## src/rtl/hazard_controller_pkg.sv

```systemverilog
// Shared widths and FSM encoding for the pipeline hazard controller.
package hazard_controller_pkg;

  localparam int REG_ADDR_WIDTH   = 5;
  localparam int HC_CNT_WIDTH     = 32;
  localparam int HC_TIMEOUT_WIDTH = 16;

  typedef enum logic [1:0] {
    HC_RUN     = 2'd0,
    HC_MD_WAIT = 2'd1,
    HC_MD_HOLD = 2'd2
  } hc_state_e;

endpackage

```

## src/rtl/hazard_controller_load_use.sv

```systemverilog
// Load-use detector: a load in EX writes a register the ID instruction reads.
module load_use_detector
  import hazard_controller_pkg::*;
#(
  parameter int addr_width = REG_ADDR_WIDTH
) (
  input  logic [addr_width-1:0] id_rs1,
  input  logic [addr_width-1:0] id_rs2,
  input  logic                  id_uses_rs1,
  input  logic                  id_uses_rs2,
  input  logic [addr_width-1:0] ex_rd,
  input  logic                  ex_mem_read,
  output logic                  load_use
);

  // x0 never carries a real dependency, so a load into it needs no bubble.
  always_comb begin
    load_use = ex_mem_read && (ex_rd != '0) &&
               ((id_uses_rs1 && (id_rs1 == ex_rd)) ||
                (id_uses_rs2 && (id_rs2 == ex_rd)));
  end

endmodule

```

## src/rtl/hazard_controller.sv

```systemverilog
// Pipeline sequencing controller: stall/flush decisions, perf counters and
// a sticky data-memory timeout flag.
//
//   state      | meaning
//   -----------+-------------------------------------------------------
//   HC_RUN     | normal flow; mul/div may start here
//   HC_MD_WAIT | mul/div busy, pipe front frozen, EX/MEM gets bubbles
//   HC_MD_HOLD | mul/div finished while MEM was waiting; release later
module hazard_controller
  import hazard_controller_pkg::*;
#(
  parameter int addr_width  = REG_ADDR_WIDTH,
  parameter int MEM_TIMEOUT = 255,
  parameter int CNT_WIDTH   = HC_CNT_WIDTH
) (
  input  logic                  clk,
  input  logic                  rst_n,
  input  logic [addr_width-1:0] id_rs1,
  input  logic [addr_width-1:0] id_rs2,
  input  logic                  id_uses_rs1,
  input  logic                  id_uses_rs2,
  input  logic [addr_width-1:0] ex_rd,
  input  logic                  ex_mem_read,
  input  logic                  ex_is_muldiv,
  input  logic                  branch_taken,
  input  logic                  muldiv_done,
  input  logic                  dmem_req,
  input  logic                  dmem_ready,
  output logic                  muldiv_start,
  output logic                  pc_en,
  output logic                  if_id_en,
  output logic                  id_ex_en,
  output logic                  ex_mem_en,
  output logic                  mem_wb_en,
  output logic                  if_id_flush,
  output logic                  id_ex_flush,
  output logic                  ex_mem_flush,
  output logic [CNT_WIDTH-1:0]  stall_cycles,
  output logic [CNT_WIDTH-1:0]  flush_count,
  output logic                  mem_timeout
);

  hc_state_e state, state_nxt;
  logic      mem_wait, load_use, branch_win;
  logic      c_start, c_pc, c_if_id, c_id_ex, c_ex_mem, c_mem_wb;
  logic      c_if_id_fl, c_id_ex_fl, c_ex_mem_fl;
  logic [HC_TIMEOUT_WIDTH-1:0] to_cnt;
  logic [HC_TIMEOUT_WIDTH:0]   to_cnt_inc;

  assign mem_wait = dmem_req && !dmem_ready;

  load_use_detector #(.addr_width(addr_width)) u_load_use (
    .id_rs1      (id_rs1),
    .id_rs2      (id_rs2),
    .id_uses_rs1 (id_uses_rs1),
    .id_uses_rs2 (id_uses_rs2),
    .ex_rd       (ex_rd),
    .ex_mem_read (ex_mem_read),
    .load_use    (load_use)
  );

  // State register; reset also aborts any mul/div in flight.
  always_ff @(posedge clk or negedge rst_n) begin
    if (!rst_n) state <= HC_RUN;
    else        state <= state_nxt;
  end

  // Priority resolution: MEM wait, mul/div, taken branch, load-use.
  always_comb begin
    state_nxt   = state;
    c_start     = 1'b0;
    c_pc        = 1'b1;
    c_if_id     = 1'b1;
    c_id_ex     = 1'b1;
    c_ex_mem    = 1'b1;
    c_mem_wb    = 1'b1;
    c_if_id_fl  = 1'b0;
    c_id_ex_fl  = 1'b0;
    c_ex_mem_fl = 1'b0;
    branch_win  = 1'b0;
    if (mem_wait) begin
      c_pc     = 1'b0;
      c_if_id  = 1'b0;
      c_id_ex  = 1'b0;
      c_ex_mem = 1'b0;
      c_mem_wb = 1'b0;
      if (state == HC_MD_WAIT && muldiv_done) state_nxt = HC_MD_HOLD;
    end else if (state == HC_RUN && ex_is_muldiv) begin
      c_start     = 1'b1;
      c_pc        = 1'b0;
      c_if_id     = 1'b0;
      c_id_ex     = 1'b0;
      c_ex_mem_fl = 1'b1;
      state_nxt   = HC_MD_WAIT;
    end else if (state == HC_MD_WAIT && !muldiv_done) begin
      c_pc        = 1'b0;
      c_if_id     = 1'b0;
      c_id_ex     = 1'b0;
      c_ex_mem_fl = 1'b1;
    end else begin
      // RUN, the done cycle, or an MD_HOLD release: the op leaves EX here.
      state_nxt = HC_RUN;
      if (branch_taken) begin
        c_if_id_fl = 1'b1;
        c_id_ex_fl = 1'b1;
        branch_win = 1'b1;
      end else if (load_use) begin
        c_pc       = 1'b0;
        c_if_id    = 1'b0;
        c_id_ex_fl = 1'b1;
      end
    end
  end

  // Outputs are held inactive for as long as reset is asserted.
  always_comb begin
    muldiv_start = rst_n && c_start;
    pc_en        = rst_n && c_pc;
    if_id_en     = rst_n && c_if_id;
    id_ex_en     = rst_n && c_id_ex;
    ex_mem_en    = rst_n && c_ex_mem;
    mem_wb_en    = rst_n && c_mem_wb;
    if_id_flush  = rst_n && c_if_id_fl;
    id_ex_flush  = rst_n && c_id_ex_fl;
    ex_mem_flush = rst_n && c_ex_mem_fl;
    to_cnt_inc   = {1'b0, to_cnt} + 1'b1;
  end

  // Perf counters wrap; the wait-run counter saturates so the flag cannot miss.
  always_ff @(posedge clk or negedge rst_n) begin
    if (!rst_n) begin
      stall_cycles <= '0;
      flush_count  <= '0;
      to_cnt       <= '0;
      mem_timeout  <= 1'b0;
    end else begin
      if (!c_pc)      stall_cycles <= stall_cycles + 1'b1;
      if (branch_win) flush_count  <= flush_count + 1'b1;
      if (mem_wait) begin
        if (to_cnt != '1) to_cnt <= to_cnt_inc[HC_TIMEOUT_WIDTH-1:0];
        if (to_cnt_inc >= (HC_TIMEOUT_WIDTH+1)'(MEM_TIMEOUT)) mem_timeout <= 1'b1;
      end else begin
        to_cnt <= '0;
      end
    end
  end

endmodule

```

## config.mk

```make
export PLATFORM = sky130hd
export DESIGN_NAME = hazard_controller
export DESIGN_NICKNAME = d
export VERILOG_FILES = /design/src/rtl/hazard_controller_pkg.sv /design/src/rtl/hazard_controller_load_use.sv /design/src/rtl/hazard_controller.sv
export SDC_FILE = /design/constraint.sdc
export NUM_CORES = 1
export LEC_CHECK = 0
export ABC_AREA = 1
export BUFFER_PORTS_ARGS = -buffer_cell sky130_fd_sc_hd__buf_2
export CORE_MARGIN = 1
export CORE_UTILIZATION = 55
export CTS_CLUSTER_DIAMETER = 60
export CTS_CLUSTER_SIZE = 10
export DETAILED_ROUTE_END_ITERATION = 7
export PLACE_DENSITY = 0.87
export SKIP_CTS_REPAIR_TIMING = 1
export SLEW_MARGIN = 20
export SYNTH_ARGS = -nofsm -noshare
export SYNTH_HDL_FRONTEND = slang
export SYNTH_SLANG_ARGS = --single-unit
export TNS_END_PERCENT = 50
```

## constraint.sdc

```tcl
create_clock -name clk -period 2.1 [get_ports clk]
set_clock_uncertainty 0.15 [all_clocks]
set_input_delay 0.42 -clock clk [delete_from_list [all_inputs] [get_ports clk]]
set_output_delay 0.42 -clock clk [all_outputs]
set_load 0.1 [all_outputs]
```

==> metrics.txt <==
status complete, but fails checks; failing checks setup timing; flops & latches, synth 83; Internal Pwr Total 2.95 mW; delay-heaviest family, CP simple AND/OR/NAND/NOR gates; Worst setup EP type output pin; Leak Pwr 3.30 nW; crit path DAT 1.70 ns; Synth Area per Inst 6.91 um2; Seq/Total Area, Yosys 38.5%; critical path's largest stage delay 0.40 ns; DR pass1 iterations 5; Post-synth EDFFs 0; die area 10200 um2; unrepaired setup endpoints after global routing yes; CP startpoint kind flop; fraction of layout cells with a size suffix above 1 between 20% and 30%; Root Driver clkbuf_8; first-pass GRT wire length 23100 um; latest clock arrival within the worst-skew pair 0.36 ns; Period minus WS final 2.27 ns; Worst path slowest cell dfrtp_1; ant diodes 0; core box area between 9000 and 10000 um2; setup TNS -0.674 ns; Tightest Hold Check Type in -> async; hpwl dp 10300 um; Remaining DRCs 0; initial core utilization 57.5%; Max Clk Rate 441 MHz; GPL Wtd Cong a little under 1; largest fanout on the critical path 3; Hold Fails Final Rpt 0; final period utilization 108%; final WL 13700 um; Post-Syn Nets about 810; pwr dens 886 nW/um2; R2R Path End flush_count[27]$_DFFE_PN0P_; Net Switching 2.96 mW; Reg2Reg Depth 11; Gate power share 44.8%; Req. time, crit path 1.53 ns; initial antenna violation count 0; Sink Count 83; sw frac 50.1%; Overflow after GRT 0; Max-slew headroom 48.9%; CP bufs+invs 3; Top FF cell, synth dfrtp_1; Unique masters post-synth 30; Area Overhead vs Synth 23.7%; fill count about 790; Tot GR Track Use 28.8%; CTS tree done; Setup CP Type reg -> out; Cell Rows 35; CTS buffer count 9; Max clock buf depth 2; worst vdd ir 1170 uV; pin count of the biggest net entering global routing 84; Horiz. Die Dim 101 um; Cell Chain, Critical Path inv_2, nand3b_1, nand2_2, nor2_4, inv_2, nor2_4, a31o_4, buf_12; Routed Antenna Nets 0; final net count 928; CTS H-tree lvls 3; Maximum Capacitance Violations 0; WP depth 8; clock network fraction of total power roughly a fifth; post-route cell area about 6700 um2; Port-buffer cells 98; Clock transition at path regs ~0.080 ns; DP Area 6400 um2; FF-to-FF Start state[1]$_DFFE_PN0P_; worst reg2reg setup slack 0.07 ns; vias in the first global route 5017; asr flop ratio synth 100%; synthesized area 5390 um2; Die H 101 um; YS warnings 0; I/O Pins 99; vias per cell around 5.2; worst setup margin -0.170 ns; Avg WL per Cell 13.3 um; Seq pwr share 35.0%; final setup fails 5; slew at the pin closest to its max-slew limit 0.766 ns; Cells after Synth 780; Hold Slack 0.0115 ns; initial detailed-routing violation count ~350; fin. max-slew vios 0; overall power about 5.9 mW; vias 5407
-- registers in the layout, indices dropped and copies added, names as in the netlist --
register / flops
flush_count: 32
stall_cycles: 32
to_cnt: 16
state: 2
mem_timeout: 1
-- layer usage --
metal	GRT usage (%)	part of all wire, %	vias to the layer above
li1	-	-	2720
met1	39.1	45	2483
met2	46.1	47	178
met3	5.13	6.1	26
met4	10.4	1.8	0
met5	0	0	-
-- cell families (layout without fill, tap and decap cells) --
logic type / after synthesis / in the layout / share of synthesized area, %
flops: 83 / 83 / 38.5
xor+xnor: 54 / 54 / 8.77
buf+inv: 93 / 217 / 7.19
compound gates: 37 / 37 / 3.69
simple gates: 509 / 509 / 40.9
fa+ha+maj: 4 / 4 / 0.928
-- cells in the mapped netlist (4+ instances only) --
| master | number | area, um2 |
|---|---|---|
| buf_2 | 7 | 35.0 |
| ha_1 | 4 | 50.1 |
| nand2_2 | 5 | 31.3 |
| inv_1 | 72 | 270 |
| xor2_1 | 40 | 350 |
| nand3b_1 | 11 | 82.6 |
| nand2_1 | 274 | 1030 |
| nand3_1 | 65 | 325 |
| buf_4 | 6 | 45.0 |
| inv_2 | 4 | 15.0 |
| o21ai_0 | 27 | 135 |
| nor3_1 | 24 | 120 |
| dfrtp_1 | 83 | 2080 |
| nor2_1 | 96 | 360 |
| nor2_2 | 4 | 25.0 |
| xnor2_1 | 14 | 123 |
| a31oi_1 | 4 | 25.0 |
| nand4_1 | 21 | 131 |
-- power groups by stage --
stage               registers [mW]  logic (mW)  clock network, mW
floorplan                     3.36       0.773                  0
global placement              2.09        2.58                  0
detailed placement            2.08        2.63                  0
CTS                           2.06        2.63               1.21
global route                  2.10        2.78               1.27
finish                        2.07        2.65               1.19
-- metrics by stage --
step | util (%) | setup slack (ns) | cells
after floorplan | - | -0.448 | 780
after global placement | 68.3 | 0.0187 | 1013
after detailed placement | 68.3 | -0.0105 | 1013
after CTS | 70.4 | -0.199 | 1029
after global routing | 71.2 | -0.237 | 1033
final | 71.2 | -0.170 | 1033
-- layout make-up --
cell class | count | area, um2 | share of cell area (%)
Multi-Input combinational cell | 604 | 3020 | 45.2
Sequential cell | 83 | 2120 | 31.8
Timing Repair Buffer | 125 | 880 | 13.2
Inverter | 76 | 285 | 4.28
Tap cell | 129 | 161 | 2.42
Clock buffer | 12 | 155 | 2.33
Clock inverter | 4 | 50.0 | 0.750
-- worst max-delay path by stage --
stage | startpoint | slack, ns | to
after floorplan | muldiv_done | -0.45 | pc_en
after global placement | ex_rd[0] | 0.02 | pc_en
after detailed placement | ex_rd[0] | -0.01 | pc_en
after CTS | state[1]$_DFFE_PN0P_ | -0.20 | id_ex_flush
after global routing | state[1]$_DFFE_PN0P_ | -0.24 | pc_en
final | state[1]$_DFFE_PN0P_ | -0.17 | id_ex_flush
-- cell usage in the layout, fill, tap and decap left out, types with 12 or more instances in the layout --
cell type,n
xnor2_1,14
xor2_1,40
nand4_1,21
buf_4,22
inv_1,71
buf_2,88
nor3_1,23
nand2_1,273
buf_12,12
dfrtp_1,51
nor2_1,89
dfrtp_2,30
nand3_1,64
o21ai_0,26
Power figures use the tool's default switching activity.
